--- src/rtl/imem_loader.sv ---
// imem_loader: boot-time instruction-image loader.
// Takes a byte stream (length byte N, then 4*N little-endian data bytes),
// writes the assembled 32-bit words to consecutive instruction-memory
// addresses from 0 and holds the CPU until the image is complete.
// Optional feature macro: LOADER_CHECKSUM_EN adds a trailing XOR checksum
// byte, a CSUM state and a sticky ERR state driving `err`.
module imem_loader #(
  parameter int ADDR_W = 8
) (
  input  logic              clk,
  input  logic              rst,
  input  logic              reload,
  input  logic              in_valid,
  input  logic [7:0]        in_data,
  output logic              in_ready,
  output logic              mem_we,
  output logic [ADDR_W-1:0] mem_addr,
  output logic [31:0]       mem_wdata,
  output logic              cpu_hold,
  output logic              done,
  output logic              err
);

  typedef enum logic [2:0] {
    S_LEN  = 3'd0,
    S_DATA = 3'd1,
    S_FIN  = 3'd2,
    S_CSUM = 3'd3,
    S_DONE = 3'd4,
    S_ERR  = 3'd5
  } state_e;

  localparam logic [ADDR_W-1:0] ADDR_ONE = {{(ADDR_W-1){1'b0}}, 1'b1};

  state_e              state_q, state_d;
  logic [1:0]          lane_q, lane_d;       // byte lane within the current word
  logic [7:0]          left_q, left_d;       // words still to receive
  logic [ADDR_W-1:0]   widx_q, widx_d;       // next word address (wraps)
  logic [23:0]         buf_q, buf_d;         // lanes 0..2 of the word in flight
  logic                in_ready_q, in_ready_d;
  logic                mem_we_q, mem_we_d;
  logic [ADDR_W-1:0]   mem_addr_q, mem_addr_d;
  logic [31:0]         mem_wdata_q, mem_wdata_d;
  logic                cpu_hold_q, cpu_hold_d;
  logic                done_q, done_d;
  logic                err_q, err_d;
  logic                accept;
`ifdef LOADER_CHECKSUM_EN
  logic [7:0]          xor_q, xor_d;         // running XOR of data bytes
`endif

  // Next-state and registered-output computation; reload overrides everything.
  always_comb begin
    state_d     = state_q;
    lane_d      = lane_q;
    left_d      = left_q;
    widx_d      = widx_q;
    buf_d       = buf_q;
    mem_we_d    = 1'b0;
    mem_addr_d  = mem_addr_q;
    mem_wdata_d = mem_wdata_q;
    cpu_hold_d  = cpu_hold_q;
    done_d      = 1'b0;
    err_d       = err_q;
`ifdef LOADER_CHECKSUM_EN
    xor_d       = xor_q;
`endif
    accept      = in_valid && in_ready_q;

    if (reload) begin
      // Partial words are simply dropped: buf_q is never written out.
      state_d    = S_LEN;
      lane_d     = 2'd0;
      widx_d     = '0;
      err_d      = 1'b0;
      cpu_hold_d = 1'b1;
`ifdef LOADER_CHECKSUM_EN
      xor_d      = 8'h00;
`endif
    end else begin
      case (state_q)
        S_LEN: begin
          if (accept) begin
            left_d = in_data;
            if (in_data == 8'd0) begin
`ifdef LOADER_CHECKSUM_EN
              state_d    = S_CSUM;
`else
              state_d    = S_DONE;
              done_d     = 1'b1;
              cpu_hold_d = 1'b0;
`endif
            end else begin
              state_d = S_DATA;
            end
          end
        end
        S_DATA: begin
          if (accept) begin
            lane_d = lane_q + 2'd1;
`ifdef LOADER_CHECKSUM_EN
            xor_d  = xor_q ^ in_data;
`endif
            if (lane_q == 2'd3) begin
              mem_we_d    = 1'b1;
              mem_addr_d  = widx_q;
              mem_wdata_d = {in_data, buf_q};
              widx_d      = widx_q + ADDR_ONE;
              left_d      = left_q - 8'd1;
              if (left_q == 8'd1) begin
`ifdef LOADER_CHECKSUM_EN
                state_d = S_CSUM;
`else
                state_d = S_FIN;
`endif
              end
            end else begin
              buf_d = {in_data, buf_q[23:8]};
            end
          end
        end
        // The last write is on the bus this cycle; release the CPU after it.
        S_FIN: begin
          state_d    = S_DONE;
          done_d     = 1'b1;
          cpu_hold_d = 1'b0;
        end
`ifdef LOADER_CHECKSUM_EN
        S_CSUM: begin
          if (accept) begin
            if (in_data == xor_q) begin
              state_d    = S_DONE;
              done_d     = 1'b1;
              cpu_hold_d = 1'b0;
            end else begin
              state_d = S_ERR;
              err_d   = 1'b1;
            end
          end
        end
`endif
        default: ;
      endcase
    end

    in_ready_d = (state_d == S_LEN) || (state_d == S_DATA) || (state_d == S_CSUM);
  end

  // State and output registers with synchronous reset.
  always_ff @(posedge clk) begin
    if (rst) begin
      state_q     <= S_LEN;
      lane_q      <= 2'd0;
      left_q      <= 8'd0;
      widx_q      <= '0;
      buf_q       <= 24'd0;
      in_ready_q  <= 1'b1;
      mem_we_q    <= 1'b0;
      mem_addr_q  <= '0;
      mem_wdata_q <= 32'd0;
      cpu_hold_q  <= 1'b1;
      done_q      <= 1'b0;
      err_q       <= 1'b0;
`ifdef LOADER_CHECKSUM_EN
      xor_q       <= 8'h00;
`endif
    end else begin
      state_q     <= state_d;
      lane_q      <= lane_d;
      left_q      <= left_d;
      widx_q      <= widx_d;
      buf_q       <= buf_d;
      in_ready_q  <= in_ready_d;
      mem_we_q    <= mem_we_d;
      mem_addr_q  <= mem_addr_d;
      mem_wdata_q <= mem_wdata_d;
      cpu_hold_q  <= cpu_hold_d;
      done_q      <= done_d;
      err_q       <= err_d;
`ifdef LOADER_CHECKSUM_EN
      xor_q       <= xor_d;
`endif
    end
  end

  assign in_ready  = in_ready_q;
  assign mem_we    = mem_we_q;
  assign mem_addr  = mem_addr_q;
  assign mem_wdata = mem_wdata_q;
  assign cpu_hold  = cpu_hold_q;
  assign done      = done_q;
`ifdef LOADER_CHECKSUM_EN
  assign err       = err_q;
`else
  assign err       = 1'b0;
`endif

endmodule
--- config.mk ---
export PLATFORM = sky130hd
export DESIGN_NAME = imem_loader
export DESIGN_NICKNAME = d
export VERILOG_FILES = /design/src/rtl/imem_loader.sv
export SDC_FILE = /design/constraint.sdc
export NUM_CORES = 1
export LEC_CHECK = 0
export ABC_CLOCK_PERIOD_IN_PS = 5000
export CORE_MARGIN = 4
export CORE_UTILIZATION = 57
export DETAILED_ROUTE_END_ITERATION = 8
export PLACE_DENSITY_LB_ADDON = 0.3
export SLEW_MARGIN = 5
export SYNTH_ARGS = -nofsm -noshare
export SYNTH_HDL_FRONTEND = slang
export SYNTH_SLANG_ARGS = --single-unit
--- constraint.sdc ---
create_clock -name clk -period 5 [get_ports clk]
set_input_delay 1 -clock clk [delete_from_list [all_inputs] [get_ports clk]]
set_output_delay 1 -clock clk [all_outputs]
set_load 0.005 [all_outputs]
# After elaboration in Yosys (flattened, before gate mapping)
# Cells that the tools add are included.
# W data, S select, Z words.
word_totals:
  ff_bits: 89
  word_cells: 62
classes:
  addsub: 3
  n_eq_ne: 10
  mux: 18
  bitwise: 4
  reduce_logical: 16
op_table:
  columns: ["op", "n"]
  rows:
  - ["$mux W8", 3]
  - ["$mux W3", 6]
  - ["$pmux W8 S2", 1]
  - ["$pmux W3 S3", 1]
  - ["$add A8 B1 Y8 const B", 1]
  - ["$eq A8 B1 Y1 const B", 1]
  - ["$logic_not A8 Y1", 1]
  - ["$ne A2 B2 Y1 const B", 4]
  - ["$reduce_and A4 Y1", 2]
  - ["$sub A8 B1 Y8 const B", 1]
  - ["$eq A3 B1 Y1 const B", 2]
  - ["$eq A3 B2 Y1 const B", 2]
  - ["$logic_not A3 Y1", 2]
  - ["$reduce_and A3 Y1", 2]
  - ["$mux W1", 5]
  - ["$reduce_and A5 Y1", 1]
  - ["$not A1 Y1", 4]
  - ["$pmux W1 S2", 2]
  - ["$reduce_bool A2 Y1", 2]
  - ["$reduce_or A4 Y1", 1]
  - ["$add A2 B1 Y2 const B", 1]
  - ["$eq A2 B2 Y1 const B", 1]
  - ["$logic_or A1 B1 Y1", 2]
  - ["$reduce_and A2 Y1", 1]
  - ["2 further kinds", 2]

# Longest topological paths before layout
depth:
  depth_word: 9
  depth_mapped: 7
  depth_no_buf: 6

# Worst setup path after synthesis
# Ideal clock, no wire load.
synth_path:
  path_kind: "in2reg"
  start: "input in_valid"
  end: "register left_q[2]"
  setup_ns: 0.144
  arrival_ns: 1.964
  path_slack_ns: 2.892
  stages: 5
  n_path_buf: 1
  cell_sequence: "and4bb_2 > or3b_1 > clkbuf_1 > o21ai_1 > a21oi_1"
synth_between:
  elab_chain_cells: 3
  word_cells_on_any_way: 4
synth_rtl:
  columns: ["item", "line", "rtl"]
  rows:
  - ["from (decl)", "13", "input logic in_valid,"]
  - ["$logic_and A1 B1 Y1 *", "68", "accept = in_valid && in_ready_q;"]
  - ["$ne A2 B2 Y1 (no source line)", null, null]
  - ["$reduce_and A5 Y1 (no source line) *", null, null]
  - ["to (signal assigned)", "170", "left_q <= left_d;"]
  - ["to (decl)", "37", "logic [7:0] left_q, left_d;"]
# Every way passes the cells marked *; elsewhere a longest branch is shown, timed or not.
# A chain may end at the register's enable or synchronous reset.

# Worst setup path in the final report
layout_path:
  start: "input in_valid"
  end: "register buf_q[22]"
layout_between:
  elab_chain_cells: 2
layout_rtl:
  columns: ["item", "line", "rtl"]
  rows:
  - ["$logic_and A1 B1 Y1", "68", null]
  - ["$reduce_and A4 Y1 (no source line)", null, null]
  - ["to (signal assigned)", "172", "buf_q <= buf_d;"]
  - ["to (decl)", "39", "logic [23:0] buf_q, buf_d;"]
# No other way between the ends.

==> results.py <==
metrics = {
    "global_route": {
        "antenna_found_initial": 0,
        "grt_max_degree": 75,
        "gr-total-overflow": 0,
        "grt_pass1_wl_um": 14000,
        "grt_pass1_vias": 3003,
        "grtUsageTotal_pct": 23.3,
    },
    "sta": {
        "worst_slack_ns": 2.14,
        "fin_crit_sh_pct": 57.2,
        "final_max_slew_viol_count": 0,
        "min_period_ns": 2.86,
        "hold_viol_final": 0,
        "max_slew_margin_pct": 23.4,
        "fin_worst_skew_ns": 0.00754,
        "setup-tns-final_ns": 0,
        "rsz0062_at_grt": "false",
        "fmax_ghz": 0.350,
        "setup_violations": 0,
        "worst_slew_pin_slew_ns": 1.14,
    },
    "detailed_routing": {
        "via_count": 3105,
        "postRouteAntennaNets": 0,
        "drt_wl_total_um": 8260,
        "firstDrtPassIters": 4,
        "drt_iter0_drc": 203,
        "viasPerCell": 5.55,
        "drc": 0,
        "routedWlPerCell_um": 14.8,
    },
    "clocking": {
        "holdBufCountCts": 0,
        "clkTransAtPathRegs_ns": 0.09,
        "clk_latency_ns": 0.37,
        "cts_made_buffers": 9,
        "cts_htree_levels": 3,
        "ctsResizeCount": 0,
        "cts_setup_buffers": 0,
        "cts_root_buf": "clkbuf_8",
        "cts_num_sinks": 89,
        "clockBufferDepth": 2,
        "cts_tree": "done",
    },
    "floorplan": {
        "ios": 57,
        "core_sq_mm": 0.00599,
        "die_x_um": 87.2,
        "dieHeight_um": 87.2,
        "num_rows": 28,
        "die_area_sq_mm": 0.00760,
        "initial_core_util_pct": 59.7,
    },
    "synth": {
        "synth_adder_area_share_pct": 1.40,
        "synth-simple-area-share_pct": 25.3,
        "async_flop_share_pct": 0,
        "synth_compound_area_share_pct": 16.7,
        "netlist.area_leader.share_pct": 49.8,
        "synth-xor-area-share_pct": 1.72,
        "syn_avg_cell_area_sq_um": 8.18,
        "synth_area_leaders": "dfxtp_1 50%, nand2_1 14%, a21oi_1 8.0%",
        "netlist_area_sq_mm": 0.00357,
        "synth_ff_type": "dfxtp_1",
        "mappedNetlistNets": 453,
        "yosysMostFrequentCell": "nand2_1",
        "yosysTopAreaCell": "dfxtp_1",
        "synth_top_family_by_area": "simple AND/OR/NAND/NOR gates",
        "ys_seq_area_share_pct": 49.8,
        "yosys_warnings": 0,
        "ys_types": 43,
        "synth_edf_count": 0,
        "synth_seq_cells": 89,
        "muxShareOfSynthArea_pct": 0.315,
        "yosys-top-cells-count": "138 x nand2_1, 89 x dfxtp_1, 57 x a21oi_1, 20 x a21oi_2, 19 x clkbuf_1",
        "synthCells": 437,
    },
    "hold_path": {
        "hp-class": "register to register",
        "worstHoldStart": "buf_q[0]",
        "min_path_cells": 2,
        "worstHoldEndpoint": "mem_wdata[0]",
    },
    "final_layout": {
        "drive_above_1_share_pct": 9.30,
        "n_antenna_cell": 0,
        "layout.nets": 495,
        "postLayoutCellArea_sq_mm": 0.00436,
        "nFillCells": 474,
        "synthToLayoutAreaGrowth_pct": 21.8,
    },
    "worst_setup_path": {
        "crit_required_ns": 5.22,
        "endpoint_kind": "register",
        "r2r-end": "left_q[0]",
        "rr_worst_depth": 5,
        "r2r_start": "state_q[0]",
        "path_class": "input pin to register",
        "worstPathArrival_ns": 3.08,
        "reg2reg_slack_ns": 2.26,
        "startpoint_type": "input pin",
        "cp_max_fo": 24,
    },
    "status": {
        "status": "completed",
    },
    "placement": {
        "place_ws_ns": 1.81,
        "placed_area_sq_mm": 0.00412,
        "gp_congestion": 0.840,
        "hpwlAfterDp_um": 5440,
        "portBuffers": 55,
    },
    "power_and_ir_drop": {
        "power_density_mw_per_mm2": 318,
        "vdd_ir_drop_max_mv": 0.230,
        "leakagePower_uw": 0.00141,
    },
    "flow_run": {
        "cap_violations": 0,
    },
}
[layout make-up]
| cell class | count | area [sq um] | area share (%) |
|---|---|---|---|
| well taps | 75 | 93.8 | 2.15 |
| flip-flops and latches | 89 | 1780 | 40.9 |
| multi-input cells | 312 | 1630 | 37.5 |
| clock buffers | 10 | 128 | 2.93 |
| repair buffers | 59 | 576 | 13.2 |
| clock inverters | 6 | 113 | 2.59 |
| inverters | 8 | 30.0 | 0.689 |
[placed cells by master, fill, tap and decap left out, drive strengths merged, types with 2 or more instances in the layout]
master,count
ha,4
inv,10
dfxtp,89
clkdlybuf4s50,54
a21oi,77
o21ai,9
buf,5
and4,2
xnor2,3
or3b,2
nand2b,4
nand4,5
nor3,5
nand2,138
nand3,5
o21a,2
clkbuf,10
and2,4
a22oi,2
nor4,7
nor2b,2
nor3b,3
or4,2
bufinv,3
o32ai,2
a31oi,2
xor2,4
nor2,17
[flip-flops by register name (all words and copies together) (netlist names)]
signal,cells
done,1
widx_q,8
left_q,8
buf_q,24
cpu_hold,1
mem_we,1
lane_q,2
mem_wdata,32
mem_addr,8
state_q,3
in_ready,1
[kinds of logic after synthesis]
family	count (synthesis)
other	1
flip-flops	89
buffers and inverters	36
AND/OR/NAND/NOR	201
XOR/XNOR	7
AO/OA/AOI/OAI	98
adder cells (fa/ha/maj)	4
multiplexers	1
[critical path, cell delays in order]
cell and delay, ns:
clkdlybuf4s50_1 0.53, and2_1 0.22, nand4_1 0.82, nand2_1 0.41, a21oi_2 0.10
[how the worst max path moves through the flow]
stage                     depth (start not counted)     start  slack (ns)   endpoint
after floorplan                                   5  in_valid        2.89  left_q[2]
after global placement                            5    reload        1.89  left_q[0]
after detailed placement                          5  in_valid        1.81  buf_q[18]
after CTS                                         5  in_valid        2.17  buf_q[22]
after global routing                              5  in_valid        1.97  buf_q[22]
final                                             5  in_valid        2.14  buf_q[22]
[power by group]
group          internal (uW)  leakage (uW)  switching, uW
registers                713      0.000718           5.64
clock network            335      0.000121            262
logic                   23.6      0.000570           43.2
[per-stage QoR]
stage	util (%)	total power (uW)	cells	hold slack (ns)
6_report	72.7	1380	559	0.458
3_5_place_dp	68.7	800	543	0.444
3_3_place_gp	68.7	798	543	0.433
2_1_floorplan	-	778	437	0.432
5_1_grt	72.7	1430	559	0.478
4_1_cts	72.7	1380	559	0.458
[per-layer routing]
| layer | part of all wire (%) | global-route usage [%] |
|---|---|---|
| met5 | 0 | 0 |
| met1 | 45 | 30.1 |
| met3 | 4.9 | 3.97 |
| met2 | 47 | 37.3 |
| met4 | 2.3 | 12.3 |
No activity file was read; power rests on OpenSTA's default activity.
